**config.mk**
```make
export PLATFORM = sky130hd
export DESIGN_NAME = spi_reg_bridge
export DESIGN_NICKNAME = d
export VERILOG_FILES = /design/src/rtl/spi_reg_bridge.sv
export SDC_FILE = /design/constraint.sdc
export NUM_CORES = 1
export LEC_CHECK = 0
export ABC_AREA = 1
export BUFFER_PORTS_ARGS = -buffer_cell sky130_fd_sc_hd__buf_2
export CAP_MARGIN = 20
export CORE_UTILIZATION = 28
export DETAILED_ROUTE_END_ITERATION = 7
export GPL_TIMING_DRIVEN = 0
export SYNTH_ARGS = -nofsm -noshare
export SYNTH_HDL_FRONTEND = slang
export SYNTH_SLANG_ARGS = --single-unit
```
**constraint.sdc**
```tcl
create_clock -name clk -period 3.8 [get_ports clk]
set_input_delay 0.19 -clock clk [delete_from_list [all_inputs] [get_ports clk]]
set_output_delay 0.19 -clock clk [all_outputs]
set_load 0.02 [all_outputs]
```
**src/rtl/spi_reg_bridge.sv**
```systemverilog
// Framed command parser between spi_slave and a 16x8 register file.
// Handles sync/cmd/data/checksum framing, inter-byte timeout and a saturating error count.
//
// state | meaning
// IDLE  | waiting for sync byte 0xA5
// CMD   | next byte is the command (rw bit, address)
// WDATA | next byte is write data
// WCHK  | next byte is write checksum (cmd ^ data)
// RDATA | next byte is first read filler
// RCHK  | next byte is second read filler
module spi_reg_bridge #(
  parameter int TIMEOUT_CYCLES = 50_000_000
) (
  input  logic       clk,
  input  logic       rst,
  input  logic       byte_valid,
  input  logic [7:0] byte_in,
  output logic [7:0] byte_out,
  output logic [2:0] state,
  output logic       wr_strobe,
  output logic [3:0] wr_addr,
  output logic [7:0] wr_data,
  output logic [7:0] err_count,
  input  logic [3:0] dbg_addr,
  output logic [7:0] dbg_data
);

  typedef enum logic [2:0] {
    S_IDLE  = 3'd0,
    S_CMD   = 3'd1,
    S_WDATA = 3'd2,
    S_WCHK  = 3'd3,
    S_RDATA = 3'd4,
    S_RCHK  = 3'd5
  } state_t;

  localparam int CW = $clog2(TIMEOUT_CYCLES);

  state_t          state_q, state_d;
  logic            byte_valid_q;
  logic            ev;
  logic [CW-1:0]   cnt_q;
  logic            timeout;
  logic [7:0]      cmd_q, cmd_d;
  logic [7:0]      data_q, data_d;
  logic [7:0]      rd_val_q, rd_val_d;
  logic [7:0]      byte_out_d;
  logic            wr_en;
  logic            err_inc;
  logic [7:0]      regs [16];

  assign ev      = byte_valid & ~byte_valid_q;
  assign timeout = (state_q != S_IDLE) && (cnt_q == CW'(TIMEOUT_CYCLES - 1));
  assign state   = state_q;

  always_comb begin
    state_d    = state_q;
    cmd_d      = cmd_q;
    data_d     = data_q;
    rd_val_d   = rd_val_q;
    byte_out_d = byte_out;
    wr_en      = 1'b0;
    err_inc    = 1'b0;
    if (ev) begin
      case (state_q)
        S_IDLE: begin
          byte_out_d = 8'h00;
          if (byte_in == 8'hA5) state_d = S_CMD;
        end
        S_CMD: begin
          cmd_d = byte_in;
          if (byte_in[6:4] != 3'b000) begin
            state_d    = S_IDLE;
            byte_out_d = 8'hEE;
            err_inc    = 1'b1;
          end else if (byte_in[7]) begin
            state_d    = S_WDATA;
            byte_out_d = 8'h00;
          end else begin
            state_d    = S_RDATA;
            byte_out_d = regs[byte_in[3:0]];
            rd_val_d   = regs[byte_in[3:0]];
          end
        end
        S_WDATA: begin
          data_d     = byte_in;
          state_d    = S_WCHK;
          byte_out_d = 8'h00;
        end
        S_WCHK: begin
          state_d = S_IDLE;
          if (byte_in == (cmd_q ^ data_q)) begin
            wr_en      = 1'b1;
            byte_out_d = 8'hAC;
          end else begin
            byte_out_d = 8'hEE;
            err_inc    = 1'b1;
          end
        end
        S_RDATA: begin
          // rd_val was snapshotted at CMD, so a racing write cannot tear the reply
          state_d    = S_RCHK;
          byte_out_d = rd_val_q ^ cmd_q;
        end
        S_RCHK: begin
          state_d    = S_IDLE;
          byte_out_d = 8'h00;
        end
        default: begin
          state_d    = S_IDLE;
          byte_out_d = 8'h00;
        end
      endcase
    end else if (timeout) begin
      state_d    = S_IDLE;
      byte_out_d = 8'h00;
      err_inc    = 1'b1;
    end
  end

  always_ff @(posedge clk) begin
    if (!rst) begin
      state_q      <= S_IDLE;
      byte_valid_q <= 1'b0;
      cnt_q        <= '0;
      cmd_q        <= 8'h00;
      data_q       <= 8'h00;
      rd_val_q     <= 8'h00;
      byte_out     <= 8'h00;
      wr_strobe    <= 1'b0;
      wr_addr      <= 4'h0;
      wr_data      <= 8'h00;
      err_count    <= 8'h00;
      dbg_data     <= 8'h00;
      for (int i = 0; i < 16; i++) regs[i] <= 8'h00;
    end else begin
      state_q      <= state_d;
      byte_valid_q <= byte_valid;
      cmd_q        <= cmd_d;
      data_q       <= data_d;
      rd_val_q     <= rd_val_d;
      byte_out     <= byte_out_d;
      wr_strobe    <= wr_en;
      dbg_data     <= regs[dbg_addr];
      if (ev || state_q == S_IDLE || timeout) cnt_q <= '0;
      else                                     cnt_q <= cnt_q + CW'(1);
      if (wr_en) begin
        regs[cmd_q[3:0]] <= data_q;
        wr_addr          <= cmd_q[3:0];
        wr_data          <= data_q;
      end
      if (err_inc && err_count != 8'hFF) err_count <= err_count + 8'd1;
    end
  end

endmodule

```
==> metrics.md, run 1 <==
| Metric | Value |
|---|---|
| Pwr dens | around 430 nW/µm² |
| Top FF cell, synth | edfxtp_1 |
| Mapped Area | around 11000 µm² |
| Worst-Skew Late Latency | about 0.54 ns |
| Simple-gate share of the synthesized area | 0.2363 |
| Dpl cell area | 12150 µm² |
| Main combinational cell family by area after synthesis | simple AND/OR/NAND/NOR gates |
| Pint | slightly above 4 mW |
| First-pass GRT wire length | 60920 µm |
| IO buf count | 48 |
| Slew Limit Fails | 0 |
| Initial Util | 0.2839 |
| Worst-path fanout max | 9 |
| CTS tree | done |
| Nets@finish | roughly 1500 |
| Netlist cell types | 40 |
| Largest net degree at the start of global routing | 15 |
| LEAKAGE | between 4 and 5 nW |
| Period utilization | 0.7268 |
| Area leader, netlist | edfxtp_1 |
| Drt drc | 0 |
| Detailed Place HPWL | about 30000 µm |
| Area share of fa/ha/maj cells after synthesis | 0.002224 |
| RSZ-0062 raised after global routing | no |
| Post-Syn Instances | 1363 |
| Initial antenna violation count | 0 |
| DRT Pass-1 Iters | 6 |
| Ys Warns | 0 |
| DR vias/cell | between 5 and 6 |
| Die H | between 200 and 250 µm |
| CTS Buf Count | 25 |
| Grt total ovfl | 0 |
| Post-synthesis sequential area ratio | 0.5035 |
| Vias in the first global route | between 9000 and 10000 |
| Floorplan row count | 73 |
| H-Tree Depth | 1 |
| Top cell type's share of synthesized area | 0.3416 |
| Iter 0 DRT Violations | 1077 |
| Tmin final | between 2 and 3 ns |
| Root Buffer Master | clkbuf_16 |
| Layout cells sized above 1 | 0.1217 |
| Clock Sinks | 219 |
| Final Cell Area | between 10000 and 15000 µm² |
| Net Switching | 1.453 mW |
| Skew final | roughly 0.012 ns |
| Final setup violation count | 0 |
| CTS clk-pin slew, worst paths | around 0.06 ns |
| Number of diodes | 0 |
| Number of I/O pins | 55 |
| Synth Net Count | approximately 1400 |
| Crit Path Category | flip-flop to flip-flop |
| Via count | approximately 10000 |
| Status | finished clean |
| Fmax achieved | 362.1 MHz |
| Sw Ratio | 0.2591 |
| CP Data Required Time | approximately 4 ns |
| Routed len/inst | about 20 µm |
| Chip width | between 200 and 250 µm |
| GPL Wtd Cong | around 0.96 |
| Most common cell in the synthesized netlist | nand2_1 |
| Total track usage | 0.1967 |
| Slew @ Worst Pin | 0.9915 ns |
| Top post-synthesis cells by count | nand2_1 (202), nor2_1 (175), o21ai_0 (142), a21oi_1 (137), edfxtp_1 (128) |
| Asr flop ratio synth | 0 |
| Mux cell area share after synthesis | 0 |
| Top cells by area, synth | edfxtp_1 (34%), dfxtp_1 (16%), nand2_1 (6.7%) |
| Worst EP arrival | just under 3 ns |
| CORE AREA | just under 40000 µm² |
| Max Root-Sink Buffers | 3 |
| Hold Vio Cnt, Final | 0 |
| EDFF count, synth | 128 |
| Syn avg cell area | 8.255 µm² |
| #FFs+latches synth | 219 |
| DRT antenna net count | 0 |
| Clock share of power | 0.442 |
| XOR/XNOR share of the synthesized area | 0.02102 |
| Total wire length | roughly 41000 µm |
| Slew margin rel. | 0.3390 |
| Die footprint | 40990 µm² |
| Startpoint Class | flip-flop |
| Post-synthesis compound-gate area fraction | 0.1617 |
| Synth-to-layout area growth | 15.88% |
| HP Class | input pin to flip-flop |
| Logic pwr share | 0.095 |
| Fin Setup TNS | 0 ns |
| Peak VDD IR | slightly above 0.0002 V |
| Worst setup EP type | flip-flop |
| Post_cts resized | 0 |
| # Max-Cap Violations | 0 |
| Reg power frac | 0.464 |
[kinds of logic after synthesis]
logic type / Yosys count
fa+ha+maj: 2
flops: 219
xor+xnor: 27
simple gates: 567
compound gates: 334
buf+inv: 214
[through the flow]
step                      utilization  instances  total power [mW]  setup slack (ns)  hold slack (ns)
after CTS                      0.3289       1988             5.626             1.045           0.1502
after floorplan                     -       1363             2.953             1.556           0.2835
after global placement         0.3065       1936             3.157             1.041           0.3922
final                          0.3289       1988             5.607             1.038           0.1599
after detailed placement       0.3065       1936             3.161             1.062           0.3996
after global routing           0.3289       1988             5.775            0.8238           0.1665
[state kept, by name, summed over array words and instances (netlist names)]
name	cells
byte_valid_q	1
cmd_q	8
rd_val_q	8
state	3
cnt_q	26
err_count	8
wr_strobe	1
data_q	8
byte_out	8
wr_data	8
wr_addr	4
dbg_data	8
regs	128
[worst max-delay path: stages, from the launching register on]
cell,delay (ns)
dfxtp_1,0.30
buf_2,0.24
inv_2,0.07
nand2_1,0.06
nand3_1,0.06
nand2_1,0.08
nand2_1,0.12
nor2_4,0.16
nand4_4,0.20
nor2_2,0.32
nand3_2,0.30
nand2_1,0.48
[final cells by class]
class / count / area, µm²
plain buffers: 76 / 326.6
clock buffers: 31 / 668.1
clock inverters: 15 / 161.4
fillers: 4224 / 26600
inverters: 138 / 520.5
multi-input cells: 930 / 4740
flip-flops and latches: 219 / 5665
well taps: 525 / 656.9
repair buffers: 54 / 300.3
[power by group through the flow]
| stage | clock network [mW] | registers [mW] | logic, mW |
|---|---|---|---|
| after floorplan | 0 | 2.65 | 0.304 |
| after global placement | 0 | 2.65 | 0.506 |
| after detailed placement | 0 | 2.65 | 0.509 |
| after CTS | 2.51 | 2.60 | 0.516 |
| after global routing | 2.60 | 2.61 | 0.568 |
| final | 2.48 | 2.60 | 0.530 |
[layout by cell type (no fill, tap or decap), drive strengths merged, types with 6 or more instances in the layout]
| master | count |
|---|---|
| clkinv | 12 |
| edfxtp | 128 |
| inv | 135 |
| nor4 | 7 |
| dlygate4sd3 | 6 |
| nor2 | 207 |
| a21oi | 138 |
| clkbuf | 86 |
| nand2 | 205 |
| buf | 69 |
| xor2 | 22 |
| o21ai | 142 |
| nand4 | 11 |
| nor3 | 13 |
| nand3 | 114 |
| dfxtp | 91 |
| o211ai | 48 |
[routing by layer]
layer / up-vias / track usage / wire length (µm)
met1: 4848 / 0.2631 / 17400
met4: 0 / 0.1018 / 2131
met5: - / 0 / 0
met2: 520 / 0.3081 / 17860
li1: 4782 / - / -
met3: 136 / 0.02857 / 3288
[timing repair]
action	in CTS	in global routing
setup buffers	0	0
hold buffers	6	0
endpoints found under the hold margin	8	0
[worst paths after layout]
path | depth (start not counted) | start | slack (ns) | to
setup reg to reg | 11 | cmd_q[3] | 1.04 | regs[2][7]
hold reg to reg | 1 | cnt_q[0] | 0.45 | cnt_q[0]
hold / removal | 4 | dbg_addr[2] | 0.16 | dbg_data[4]
setup / recovery | 11 | cmd_q[3] | 1.04 | regs[2][7]
(Power assumes the default switching activity.)
==> run 2: changes to the inputs <==
Settings changed: ABC_AREA 1 to 0.
Clock period 3.8 ns to 2.39 ns, I/O delays scaled along.
==> metrics.md, run 2 <==
| Metric | Value |
|---|---|
| Post-synthesis compound-gate area fraction | 0.04923 (was 0.1617) |
| Chip width | 199.6 µm (was 202.5 µm) |
| DR vias/cell | 5.024 (was 5.174) |
| Cells after DPL | 1453 (was 1936) |
| Top Registers | regs: 128 flops, cnt_q: 26 flops (unchanged) |
| Largest register by flop count | regs (unchanged) |
| Skew final | 0.009381 ns (was 0.01156 ns) |
| Fin cells | 1530 (was 1988) |
| Worst-Skew Late Latency | 0.51 ns (was 0.54 ns) |
| Nets@finish | 1014 (was 1461) |
| DRT antenna net count | 0 (unchanged) |
| Startpoint Class | flip-flop (unchanged) |
| # Max-Cap Violations | 0 (unchanged) |
| Main combinational cell family by area after synthesis | simple AND/OR/NAND/NOR gates (unchanged) |
| Met2 Wirelength | 14980 µm (was 17860 µm) |
| Post-Syn Instances | 888 (was 1363) |
| CP max-delay cell | xnor3_1 (was nand2_1) |
| Top post-synthesis cells by count | and2_1 (139), edfxtp_1 (128), dfxtp_1 (91), mux4_2 (72), nand2_1 (65) (was nand2_1 (202), nor2_1 (175), o21ai_0 (142), a21oi_1 (137), edfxtp_1 (128)) |
| Clock Sinks | 219 (unchanged) |
| Most common cell in the synthesized netlist | and2_1 (was nand2_1) |
| EDFF count, synth | 128 (unchanged) |
| Initial antenna violation count | 1 (was 0) |
| Most frequent cells in the layout | and2_1 (139), edfxtp_1 (128), dfxtp_1 (79) (was nand2_1 (202), nor2_1 (175), o21ai_0 (142)) |
| CP Depth | 8 (was 11) |
| Status | finished, violations left (was finished clean) |
| Synth-to-layout area growth | 22.04% (was 15.88%) |
| Top cells by area, synth | edfxtp_1 (35%), dfxtp_1 (17%), mux4_2 (15%) (was edfxtp_1 (34%), dfxtp_1 (16%), nand2_1 (6.7%)) |
| Iter 0 DRT Violations | 609 (was 1077) |
| Worst Reg-to-Reg Cells | 8 (was 11) |
| WL met1 | 13100 µm (was 17400 µm) |
| R2r startpoint | data_q[7] (was cmd_q[3]) |
| Synth Net Count | 905 (was 1380) |
| Largest net degree at the start of global routing | 14 (was 15) |
| Most common cell after layout, fill and taps aside | and2_1 (was nand2_1) |
| Top FF cell, synth | edfxtp_1 (unchanged) |
| CORE AREA | 38560 µm² (was 39640 µm²) |
| #FFs+latches synth | 219 (unchanged) |
| GPL Wtd Cong | 0.8595 (was 0.9596) |
| Die footprint | 39830 µm² (was 40990 µm²) |
| Mapped Area | 10930 µm² (was 11250 µm²) |
| CTS tree | done (unchanged) |
| First-pass GRT wire length | 46860 µm (was 60920 µm) |
| Total wire length | 31470 µm (was 40680 µm) |
| Critical Path Most Common Cell | nand4_1 (was nand2_1) |
| CTS clk-pin slew, worst paths | 0.06 ns (about the same) |
| Worst setup EP type | flip-flop (unchanged) |
| Fill count | 3819 (was 4224) |
| Total track usage | 0.1591 (was 0.1967) |
| Post-synthesis sequential area ratio | 0.5184 (was 0.5035) |
| CTS Buf Count | 23 (was 25) |
| Max incr delay on CP | 0.35 ns (was 0.48 ns) |
| R2R setup slack | 0.05 ns (was 1.04 ns) |
| Root Buffer Master | clkbuf_16 (unchanged) |
| DRT Pass-1 Iters | 7 (was 6) |
| Failing checks | DRC |
| Max layer used | met5 (was met4) |
| Final setup violation count | 0 (unchanged) |
| Hold Vio Cnt, Final | 0 (unchanged) |
| Via count | 7686 (was 10290) |
| Tmin final | 2.338 ns (was 2.762 ns) |
| Dpl cell area | 11840 µm² (was 12150 µm²) |
| CP cell instances | xnor3_1, nand4_1, nor3_4, nand4_1, buf_6, buf_12, nor4_4, nand2b_4 (was buf_2, inv_2, nand2_1, nand3_1, nand2_1, nand2_1, nor2_4, nand4_4, nor2_2, nand3_2, nand2_1) |
| Max Root-Sink Buffers | 3 (unchanged) |
| Post-layout util | 0.3459 (was 0.3289) |
| Ys Warns | 0 (unchanged) |
| Detailed Place HPWL | 22050 µm (was 29390 µm) |
| Initial Util | 0.2835 (was 0.2839) |
| XOR/XNOR share of the synthesized area | 0.04293 (was 0.02102) |
| Pwr dens | 638.0 nW/µm² (was 430.0 nW/µm²) |
| Floorplan row count | 72 (was 73) |
| Worst-path fanout max | 8 (was 9) |
| Slew Limit Fails | 0 (unchanged) |
| Peak VDD IR | 0.0004631 V (was 0.0002039 V) |
| CP Data Required Time | 2.58 ns (was 3.98 ns) |
| Die H | 199.6 µm (was 202.5 µm) |
| Area leader, netlist | edfxtp_1 (unchanged) |
| Grt total ovfl | 0 (unchanged) |
| Mux cell area share after synthesis | 0.1635 (was 0) |
| HP Class | input pin to flip-flop (unchanged) |
| R2R Path End | regs[4][5] (was regs[2][7]) |
| H-Tree Depth | 1 (unchanged) |
| Asr flop ratio synth | 0 (unchanged) |
| Number of diodes | 0 (unchanged) |
| Syn avg cell area | 12.31 µm² (was 8.255 µm²) |
| Top cell type's share of synthesized area | 0.3517 (was 0.3416) |
| Layout cells sized above 1 | 0.2816 (was 0.1217) |
| Area share of fa/ha/maj cells after synthesis | 0.002290 (was 0.002224) |
| Netlist cell types | 50 (was 40) |
| Worst EP arrival | 2.53 ns (was 2.94 ns) |
| Hold Startpoint | dbg_addr[3] (was dbg_addr[2]) |
| Fin Setup TNS | 0 ns (unchanged) |
| LEAKAGE | 4.904 nW (was 4.778 nW) |
| Crit-path leading delay family | simple AND/OR/NAND/NOR gates (unchanged) |
| Slew margin rel. | 0.1236 (was 0.3390) |
| Slew @ Worst Pin | 1.315 ns (was 0.9915 ns) |
| CP Launch Point | data_q[7] (was cmd_q[3]) |
| Hold slack | 0.2767 ns (was 0.1599 ns) |
| Crit Path Category | flip-flop to flip-flop (unchanged) |
| Vias in the first global route | 7493 (was 9891) |
| IO buf count | 47 (was 48) |
| Routed len/inst | 20.57 µm (was 20.46 µm) |
| Period utilization | 0.9784 (was 0.7268) |
| CP endpoint | regs[4][5] (was regs[2][7]) |
| Final Cell Area | 13340 µm² (was 13040 µm²) |
| Drt drc | 1 (was 0) |
| Largest register FFs | 128 (unchanged) |
| Worst Path Buf+Inv | 2 (unchanged) |
| Simple-gate share of the synthesized area | 0.1984 (was 0.2363) |
| Number of I/O pins | 55 (unchanged) |
| Fmax achieved | 427.7 MHz (was 362.1 MHz) |
| WL met3 | 2416 µm (was 3288 µm) |
[run 2: how the worst min path moves through the flow]
stage / endpoint / slack (ns) / cells past startpoint
2_1_floorplan: byte_valid_q / 0.24 / 1
3_3_place_gp: byte_valid_q / 0.35 / 2
3_5_place_dp: byte_valid_q / 0.36 / 2
4_1_cts: dbg_data[3] / 0.27 / 3
5_1_grt: dbg_data[6] / 0.30 / 3
6_report: dbg_data[6] / 0.28 / 3
[run 2: timing repair]
item                                   in CTS  in global routing
pin swaps                                  19                 11
endpoints found under the hold margin       9                  0
hold buffers                                5                  0
setup endpoints to repair                 301                215
cloned                                      1                  0
setup buffers                              24                 17
gates resized for setup                    63                 34
[run 2: stage by stage]
stage	total power [mW]	setup slack, ns
after floorplan	4.598	0.02914
after global placement	4.822	-1.100
after detailed placement	4.830	-1.112
after CTS	8.529	-0.009417
after global routing	8.759	-0.006684
final	8.510	0.05170
[run 2: layer usage]
metal  vias up  global-route usage
met1      3849              0.2143
met3        66             0.02954
met5         -                   0
li1       3483                   -
met2       286              0.2560
met4         2             0.05344
[run 2: report_power, final]
| part | total [mW] | leakage [nW] | switching (mW) | internal, mW |
|---|---|---|---|---|
| Sequential | 4.11 | 2.06 | 0.0507 | 4.06 |
| Combinational | 0.668 | 2.46 | 0.389 | 0.279 |
| Clock | 3.73 | 0.384 | 1.49 | 2.24 |
[run 2: kinds of logic after synthesis]
family,Yosys count
compound gates,92
xor+xnor,41
fa+ha+maj,2
buf+inv,68
flops,219
mux,88
simple gates,378
[run 2: tightest hold or removal path, delay by kind of cell]
kind,cells,cell delay (ns)
mux,1,0.28
buf+inv,1,0.24
simple gates,1,0.11
[run 2: cell type report]
| cell class | instances | area (µm²) | area share |
|---|---|---|---|
| well taps | 518 | 648.1 | 0.04859 |
| repair buffers | 95 | 639.4 | 0.04794 |
| clock buffers | 31 | 658.1 | 0.04934 |
| flip-flops and latches | 219 | 5705 | 0.4278 |
| plain buffers | 52 | 269.0 | 0.02017 |
| clock inverters | 9 | 116.4 | 0.008724 |
| inverters | 5 | 18.77 | 0.001407 |
| multi-input cells | 601 | 5283 | 0.3961 |
